File: src/rtl/reg_cmd_master_if.sv
// Host byte stream and register file bus seen by reg_cmd_master.
// The master modport is the decoder side; slave is the host/register-file side.
interface reg_cmd_master_if;
    logic [7:0] rx_data;
    logic       rx_valid;
    logic       rx_ready;
    logic [7:0] tx_data;
    logic       tx_valid;
    logic       tx_ready;
    logic [6:0] reg_num;
    logic       reg_write;
    logic [7:0] reg_wdata;
    logic [7:0] reg_rdata;

    modport master (
        input  rx_data, rx_valid, tx_ready, reg_rdata,
        output rx_ready, tx_data, tx_valid, reg_num, reg_write, reg_wdata
    );

    modport slave (
        output rx_data, rx_valid, tx_ready, reg_rdata,
        input  rx_ready, tx_data, tx_valid, reg_num, reg_write, reg_wdata
    );
endinterface

File: src/rtl/reg_cmd_master.sv
// Byte-stream command decoder driving the miner register file (write = cmd|0x80 + data, read = cmd -> 1 byte).
// Optional write-data timeout is enabled by defining REG_CMD_TIMEOUT_EN.
module reg_cmd_master #(
    parameter int unsigned MAX_ADDR       = 80,
    parameter int unsigned FIRST_WR_ADDR  = 5,
    parameter logic [7:0]  RD_ERR_BYTE    = 8'hEE,
    parameter int unsigned TIMEOUT_CYCLES = 1024
) (
    input  logic             clk,
    input  logic             reset,
    reg_cmd_master_if.master bus,
    output logic             busy,
    output logic [7:0]       err_count
);

    typedef enum logic [2:0] {
        IDLE,
        WR_DATA,
        WR_STROBE,
        RD_ADDR,
        RD_SAMPLE,
        TX_WAIT
    } state_t;

    localparam logic [6:0] MAX_ADDR_L = 7'(MAX_ADDR);
    localparam logic [6:0] FIRST_WR_L = 7'(FIRST_WR_ADDR);

    // The write-data timer is 16 bits wide.
    if (TIMEOUT_CYCLES < 1 || TIMEOUT_CYCLES > 65536) begin : g_bad_timeout
        $error("TIMEOUT_CYCLES must lie in 1..65536");
    end

    state_t     state_q, state_d;
    logic [6:0] addr_q, addr_d;
    logic       rx_ready_q, rx_ready_d;
    logic [7:0] tx_data_q, tx_data_d;
    logic       tx_valid_q, tx_valid_d;
    logic [6:0] reg_num_q, reg_num_d;
    logic       reg_write_q, reg_write_d;
    logic [7:0] reg_wdata_q, reg_wdata_d;
    logic       busy_q, busy_d;
    logic [7:0] err_count_q, err_count_d;
    logic       err_inc;
    logic       rx_accept;

    assign rx_accept = bus.rx_valid & rx_ready_q;

`ifdef REG_CMD_TIMEOUT_EN
    localparam logic [15:0] TIMEOUT_LAST = 16'(TIMEOUT_CYCLES - 1);

    logic [15:0] timer_q, timer_d;

    // Counts cycles spent in WR_DATA; zero on the first cycle after entry.
    always_comb begin
        timer_d = 16'd0;
        if (state_q == WR_DATA) begin
            timer_d = timer_q + 16'd1;
        end
    end

    always_ff @(posedge clk) begin
        if (reset) begin
            timer_q <= 16'd0;
        end else begin
            timer_q <= timer_d;
        end
    end
`endif

    always_comb begin
        state_d     = state_q;
        addr_d      = addr_q;
        tx_data_d   = tx_data_q;
        tx_valid_d  = tx_valid_q;
        reg_num_d   = reg_num_q;
        reg_write_d = 1'b0;
        reg_wdata_d = reg_wdata_q;
        err_inc     = 1'b0;

        case (state_q)
            IDLE: begin
                if (rx_accept) begin
                    addr_d = bus.rx_data[6:0];
                    if (bus.rx_data[7]) begin
                        state_d = WR_DATA;
                    end else begin
                        // Present the read address early so RD_ADDR is a full settle cycle.
                        state_d   = RD_ADDR;
                        reg_num_d = bus.rx_data[6:0];
                    end
                end
            end
            WR_DATA: begin
                if (rx_accept) begin
                    if (addr_q >= FIRST_WR_L && addr_q <= MAX_ADDR_L) begin
                        state_d     = WR_STROBE;
                        reg_num_d   = addr_q;
                        reg_wdata_d = bus.rx_data;
                        reg_write_d = 1'b1;
                    end else begin
                        state_d = IDLE;
                        err_inc = 1'b1;
                    end
                end
`ifdef REG_CMD_TIMEOUT_EN
                else if (timer_q == TIMEOUT_LAST) begin
                    state_d = IDLE;
                    err_inc = 1'b1;
                end
`endif
            end
            WR_STROBE: begin
                state_d   = IDLE;
                reg_num_d = 7'd0;
            end
            RD_ADDR: begin
                state_d = RD_SAMPLE;
            end
            RD_SAMPLE: begin
                state_d    = TX_WAIT;
                tx_valid_d = 1'b1;
                reg_num_d  = 7'd0;
                if (addr_q <= MAX_ADDR_L) begin
                    tx_data_d = bus.reg_rdata;
                end else begin
                    tx_data_d = RD_ERR_BYTE;
                    err_inc   = 1'b1;
                end
            end
            TX_WAIT: begin
                if (bus.tx_ready) begin
                    state_d    = IDLE;
                    tx_valid_d = 1'b0;
                end
            end
            default: begin
                state_d    = IDLE;
                tx_valid_d = 1'b0;
                reg_num_d  = 7'd0;
            end
        endcase

        // Outputs are registered, so they are derived from the state being entered.
        rx_ready_d  = (state_d == IDLE) || (state_d == WR_DATA);
        busy_d      = (state_d != IDLE);
        err_count_d = (err_inc && err_count_q != 8'hFF) ? err_count_q + 8'd1 : err_count_q;
    end

    always_ff @(posedge clk) begin
        if (reset) begin
            state_q     <= IDLE;
            addr_q      <= 7'd0;
            rx_ready_q  <= 1'b0;
            tx_data_q   <= 8'd0;
            tx_valid_q  <= 1'b0;
            reg_num_q   <= 7'd0;
            reg_write_q <= 1'b0;
            reg_wdata_q <= 8'd0;
            busy_q      <= 1'b0;
            err_count_q <= 8'd0;
        end else begin
            state_q     <= state_d;
            addr_q      <= addr_d;
            rx_ready_q  <= rx_ready_d;
            tx_data_q   <= tx_data_d;
            tx_valid_q  <= tx_valid_d;
            reg_num_q   <= reg_num_d;
            reg_write_q <= reg_write_d;
            reg_wdata_q <= reg_wdata_d;
            busy_q      <= busy_d;
            err_count_q <= err_count_d;
        end
    end

    assign bus.rx_ready  = rx_ready_q;
    assign bus.tx_data   = tx_data_q;
    assign bus.tx_valid  = tx_valid_q;
    assign bus.reg_num   = reg_num_q;
    assign bus.reg_write = reg_write_q;
    assign bus.reg_wdata = reg_wdata_q;
    assign busy          = busy_q;
    assign err_count     = err_count_q;

endmodule
File: src/flat_wrapper.sv
// flat-port wrapper written by rule: the top's interface ports become plain ports
module reg_cmd_master_flat 
#(
    parameter int unsigned MAX_ADDR       = 80,
    parameter int unsigned FIRST_WR_ADDR  = 5,
    parameter logic [7:0]  RD_ERR_BYTE    = 8'hEE,
    parameter int unsigned TIMEOUT_CYCLES = 1024
)
  (clk, reset, busy, err_count, bus_rx_data, bus_rx_valid, bus_tx_ready, bus_reg_rdata, bus_rx_ready, bus_tx_data, bus_tx_valid, bus_reg_num, bus_reg_write, bus_reg_wdata);
  reg_cmd_master_if bus_i ();
  input  logic clk;
  input  logic reset;
  output logic busy;
  output logic [7:0] err_count;
  input wire logic [$bits(bus_i.rx_data)-1:0] bus_rx_data;
  input wire logic [$bits(bus_i.rx_valid)-1:0] bus_rx_valid;
  input wire logic [$bits(bus_i.tx_ready)-1:0] bus_tx_ready;
  input wire logic [$bits(bus_i.reg_rdata)-1:0] bus_reg_rdata;
  output wire logic [$bits(bus_i.rx_ready)-1:0] bus_rx_ready;
  output wire logic [$bits(bus_i.tx_data)-1:0] bus_tx_data;
  output wire logic [$bits(bus_i.tx_valid)-1:0] bus_tx_valid;
  output wire logic [$bits(bus_i.reg_num)-1:0] bus_reg_num;
  output wire logic [$bits(bus_i.reg_write)-1:0] bus_reg_write;
  output wire logic [$bits(bus_i.reg_wdata)-1:0] bus_reg_wdata;
  assign bus_i.rx_data = bus_rx_data;
  assign bus_i.rx_valid = bus_rx_valid;
  assign bus_i.tx_ready = bus_tx_ready;
  assign bus_i.reg_rdata = bus_reg_rdata;
  assign bus_rx_ready = bus_i.rx_ready;
  assign bus_tx_data = bus_i.tx_data;
  assign bus_tx_valid = bus_i.tx_valid;
  assign bus_reg_num = bus_i.reg_num;
  assign bus_reg_write = bus_i.reg_write;
  assign bus_reg_wdata = bus_i.reg_wdata;
  reg_cmd_master #(.MAX_ADDR(MAX_ADDR), .FIRST_WR_ADDR(FIRST_WR_ADDR), .RD_ERR_BYTE(RD_ERR_BYTE), .TIMEOUT_CYCLES(TIMEOUT_CYCLES)) u_core (.clk(clk), .reset(reset), .bus(bus_i), .busy(busy), .err_count(err_count));
endmodule
File: config.mk
export PLATFORM = sky130hd
export DESIGN_NAME = reg_cmd_master_flat
export DESIGN_NICKNAME = d
export VERILOG_FILES = /design/src/rtl/reg_cmd_master_if.sv /design/src/rtl/reg_cmd_master.sv /design/src/flat_wrapper.sv
export SDC_FILE = /design/constraint.sdc
export NUM_CORES = 1
export LEC_CHECK = 0
export CAP_MARGIN = 10
export CORE_AREA = 4 4 81 83
export CTS_CLUSTER_SIZE = 14
export DETAILED_ROUTE_END_ITERATION = 8
export DIE_AREA = 0 0 85 87
export PLACE_DENSITY = 0.65
export SETUP_SLACK_MARGIN = 0.02
export SLEW_MARGIN = 20
export SYNTH_ARGS = -nofsm -noshare
export SYNTH_HDL_FRONTEND = slang
export SYNTH_SLANG_ARGS = --single-unit
File: constraint.sdc
create_clock -name clk -period 3.15 [get_ports clk]
set_clock_uncertainty 0.2 [all_clocks]
set_input_delay 0.63 -clock clk [delete_from_list [all_inputs] [get_ports clk]]
set_output_delay 0.63 -clock clk [all_outputs]
set_load 0.005 [all_outputs]
Word-level counts from Yosys, hierarchy flattened
Cells that the tools add are included.
{"block": "word_totals", "register_bits": 45, "inputBits": 20, "word_cells": 62}
{"block": "classes", "n_addsub": 1, "order_cmp": 2, "n_eq_ne": 12, "n_mux": 19, "n_bitwise": 5, "reduce_logical": 13}
{"operator": "7-bit two-way mux", "n": 4}
{"operator": "7-bit case mux with 3 select lines", "n": 1}
{"operator": "3-bit case mux with 5 select lines", "n": 1}
{"operator": "3-bit two-way mux", "n": 3}
{"operator": "8-bit by 1-bit adder with 8-bit output, second input constant", "n": 1}
{"operator": "8-bit two-way mux", "n": 1}
{"operator": "8-bit inequality test, second input constant", "n": 1}
{"operator": "7-bit by 3-bit greater-or-equal comparator with 1-bit output, second input constant", "n": 1}
{"operator": "7-bit less-or-equal comparator, second input constant", "n": 1}
{"operator": "3-bit by 1-bit equality test with 1-bit output, second input constant", "n": 2}
{"operator": "3-bit by 2-bit equality test with 1-bit output, second input constant", "n": 2}
{"operator": "3-bit equality test, second input constant", "n": 2}
{"operator": "3-bit logical NOT", "n": 2}
{"operator": "2-bit by 1-bit inequality test with 1-bit output, second input constant", "n": 3}
{"operator": "1-bit two-way mux", "n": 5}
{"operator": "5-bit AND reduction", "n": 1}
{"operator": "2-bit two-way mux", "n": 2}
{"operator": "2-bit inequality test, second input constant", "n": 2}
{"operator": "1-bit inverter", "n": 4}
{"operator": "2-bit AND reduction", "n": 2}
{"operator": "4-bit OR reduction", "n": 1}
{"operator": "1-bit case mux with 3 select lines", "n": 1}
{"operator": "3-bit AND reduction", "n": 1}
{"operator": "3-bit nonzero test", "n": 1}
{"operator": "6 further kinds", "n": 7}

Logic depth before layout (Yosys ltp)
{"block": "logic_depth", "depth_word": 7, "mapped_depth": 7, "mapped_depth_nobuf": 5}

Worst setup path before layout
Ideal clock, no wire load.
{"block": "synth_path", "path_type": "input port to flip-flop", "startpoint": "input bus_rx_valid", "endpoint": "register u_core.err_count_q[3], in the netlist u_core.err_count[3]", "setup_time_ps": 121, "arrival_time_ps": 1999, "slack_ps": 830, "stages": 5, "path_buffers": 0, "path_cell_list": "nor4bb_1 > nand2_1 > a221oi_4 > and3_1 > mux2_2"}
{"block": "synth_between", "elab_chain_cells": 4}
{"element": "from (decl)", "line": "flat_wrapper.sv:16", "source": "input wire logic [$bits(bus_i.rx_valid)-1:0] bus_rx_valid;"}
{"element": "1-bit bitwise AND", "line": "reg_cmd_master.sv:46", "source": "assign rx_accept = bus.rx_valid & rx_ready_q;"}
{"element": "1-bit two-way mux", "line": "reg_cmd_master.sv:94", "source": "if (rx_accept) begin"}
{"element": "1-bit case mux with 2 select lines", "line": "reg_cmd_master.sv:80", "source": "case (state_q)"}
{"element": "1-bit logical AND", "line": "reg_cmd_master.sv:146", "source": "err_count_d = (err_inc && err_count_q != 8'hFF) ? err_count_q + 8'd1 : err_count_q;"}
{"element": "to (signal assigned)", "line": "reg_cmd_master.sv:171", "source": "err_count_q <= err_count_d;"}
{"element": "to (decl)", "line": "reg_cmd_master.sv:42", "source": "logic [7:0] err_count_q, err_count_d;"}
Every way passes these cells.
A chain may end at the register's enable or synchronous reset.

Worst setup path after layout
Ends and elaborated chain as after synthesis.

==> run_results.csv <==
group,metric,value,unit
yosys,synth_cell_types,43,
setup_path,cp_max_fo,6,
floorplanning,io_pins,55,
global_routing,antenna_found_initial,0,
timing,timing.fmax,0.379,GHz
setup_path,critical_path.endpoint_type,"flip-flop",
yosys,synth_flop_cell,"dfxtp_1",
timing,holdWs,0.252,ns
yosys,yosysTopAreaCellShare,45.7,%
cells_and_area,design_area,2740,sq um
global_routing,grt_usage,13.0,%
placement,io_buffers,54,
global_routing,grt_max_degree,26,
cts,postCtsSetupRepairBufs,0,
cells_and_area,area.growth.synth_to_final,39.0,%
floorplanning,core_region_area,5850,sq um
detailed_routing,wl,4660,um
setup_path,cp_slowest_cell,"clkdlybuf4s50_1",
placement,place_inst,345,
hold_path,hold_end,"u_core.bus.reg_num[0]",
global_routing,top_usage_layer,"met2",
timing,slew_violations,0,
cts,cts_inserted_buffers,5,
detailed_routing,dr.pass1.iters,4,
detailed_routing,wire_per_inst,13.2,um
yosys,synth_edf_count,0,
yosys,syn-mean-instance-area,8.88,sq um
yosys,async_reset_ff_share,0,%
setup_path,cp_slowest_stage_delay,0.50,ns
cts,holdBufCountCts,0,
setup_path,criticalPathCategory,"in2reg",
cts,cts_tree,"built",
cells_and_area,fin_nets,298,
setup_path,r2r_start,"u_core.addr_q[0]",
timing,worst_slew_pin_slew,0.601,ns
timing,final_min_period_over_clock_period,83.7,%
setup_path,crit_arrival,2.63,ns
global_routing,gr-total-overflow,0,
global_routing,grtUsageMet1,17.5,%
hold_path,hp-class,"reg2reg",
setup_path,rr_worst_depth,5,
detailed_routing,antenna_left,0,
timing,rsz0062_at_grt,"no",
detailed_routing,drtIter0Drc,84,
cells_and_area,fillCellCount,571,
cells_and_area,drive_above_1_share,10.1,%
floorplanning,die_x,85,um
detailed_routing,via_count,1743,
setup_path,cp-start-kind,"input port",
cts,clk_pin_slew,0.08,ns
placement,gp_congestion,0.826,
detailed_routing,drc,0,
yosys,seq_area_frac_synth,45.7,%
setup_path,rr_endpoint,"u_core.bus.reg_num[6]",
pwr,ir_worst_vdd,165,uV
floorplanning,die_h,87,um
hold_path,min_from,"u_core.bus.reg_num[0]",
timing,hold_viol,0,
cts,clk_path_buf_depth,2,
cells_and_area,diodes,0,
timing,min_period,2.64,ns
timing,setup_viol,0,
setup_path,crit_chain,"clkdlybuf4s50_1, nor4bb_1, nand2_1, a221oi_4, and3_1, mux2_2",
timing,maxSlewHeadroom,59.8,%
setup_path,r2r_slack,0.78,ns
yosys,netlist_instances,222,
yosys,synth_top_area_cell,"dfxtp_1",
timing,setup-tns-final,0,ns
pwr,p_per_area,457,nW/um^2
status,status,"finished clean",
floorplanning,fp-row-count,28,
cts,clk_latency,0.30,ns
hold_path,whs_path_depth,2,
cells_and_area,layoutNonFillerInstCount,353,
yosys,ys_warn_count,0,
detailed_routing,viasPerCell,4.94,
floorplanning,start_util,33.7,%
run,maxCapViolations,0,
pwr,leakagePower,1.05,nW
cells_and_area,multi_input_area,1010,sq um
global_routing,grtUsageMet3,3.31,%
global_routing,grt_use_met2,20.5,%
cts,cts_num_sinks,45,
yosys,synth_commonest_cells,"dfxtp_1, nor2_1, nand2_1",
cts,h-tree-depth,2,
setup_path,cp_data_required_time,3.14,ns
global_routing,grt_pass1_vias,1627,
yosys,syn_area,1970,sq um
yosys,syn_nets,243,
floorplanning,dieArea,7400,sq um
cts,cts-resized-gates,0,
pwr,power,0.00125,W
placement,dp_hpwl,3370,um
placement,place_area,2610,sq um
yosys,synthTopCellsByArea,"dfxtp_1, mux2i_1, nor2_1, a21oi_1, nand2_1",
cells_and_area,regArea,901,sq um
yosys,synth-seq-cells,45,
cts,cts-root-buf,"clkbuf_8",
yosys,synth.most_common_cell,"dfxtp_1",
global_routing,grt_first_pass_wirelength,7860,um
[report_power, final]
group,internal (W),leakage [nW],switching [W]
combinational,0.0000730,0.613,0.0000679
sequential,0.000585,0.364,0.0000130
clock,0.000315,0.0681,0.000197
[final cells by class]
cell class	count	area share, %
Tap cell	75	3.42
Clock buffer	5	2.51
Clock inverter	3	2.37
Sequential cell	45	32.9
Timing Repair Buffer	60	21.8
Inverter	2	0.274
Multi-Input combinational cell	163	36.7
[kinds of logic after synthesis]
group / Yosys count / synth area share [%]
DFF: 45 / 45.7
xor gates and xnor gates: 1 / 0.445
muxes: 18 / 9.27
AOI/OAI and AO/OA: 46 / 15.9
buffers and inverters: 14 / 3.24
adders and majority gates: 1 / 0.635
and+or+nand+nor: 97 / 24.8
[flip-flops by register name (all words and copies together), names as in the netlist]
register / flops
u_core.addr_q: 7
u_core.bus.reg_num: 7
u_core.bus.reg_wdata: 8
u_core.bus.reg_write: 1
u_core.bus.rx_ready: 1
u_core.bus.tx_data: 8
u_core.bus.tx_valid: 1
u_core.busy: 1
u_core.err_count: 8
u_core.state_q: 3
[metrics by stage]
stage,utilization (%),setup slack (ns)
global placement,44.5,0.250
CTS,46.8,0.515
floorplan,-,0.830
detailed placement,44.5,0.210
finish,46.8,0.514
global route,46.8,0.379
[cells in the final DEF (no fill, tap or decap), types with 2 or more instances in the layout]
cell             synthesis  routed
a31o_2                   2       2
or3_2                    3       3
a21oi_1                 18      18
mux2_2                   2       2
and3_1                   3       3
bufinv_16                0       2
mux2i_1                 16      16
a31oi_1                  3       3
clkdlybuf4s50_1          0      54
clkbuf_8                 0       5
nand3_1                  2       2
a22oi_1                  3       3
nor3_1                   8       8
buf_4                    0       5
nor2_1                  36      36
and4_1                   2       2
and4b_1                  2       2
dfxtp_1                 45      45
o21ai_0                 11      11
inv_1                    2       2
or3_1                    5       5
nand2_1                 22      22
nor2b_1                  3       3
nand4_1                  2       2
and2_1                   2       2
[routing by layer]
layer / share of wire, % / up-vias
met5: 0 / -
met4: 0.75 / 0
met3: 5.3 / 4
met2: 46 / 52
met1: 48 / 791
li1: - / 896
[worst max path at each step]
stage	depth (start not counted)	startpoint	slack, ns	to
after floorplan	5	bus_rx_valid	0.83	u_core.err_count[3]
after global placement	6	bus_rx_valid	0.25	u_core.err_count[3]
after detailed placement	6	bus_rx_valid	0.21	u_core.err_count[3]
after CTS	6	bus_rx_valid	0.51	u_core.err_count[3]
after global routing	6	bus_rx_valid	0.38	u_core.err_count[3]
final	6	bus_rx_valid	0.51	u_core.err_count[3]
[critical path, delay by kind of cell]
| family | cells | cell delay, ns |
|---|---|---|
| multiplexers | 1 | 0.32 |
| buffers and inverters | 1 | 0.50 |
| AO/OA/AOI/OAI | 1 | 0.37 |
| AND/OR/NAND/NOR | 3 | 0.80 |
Power figures use the tool's default switching activity.
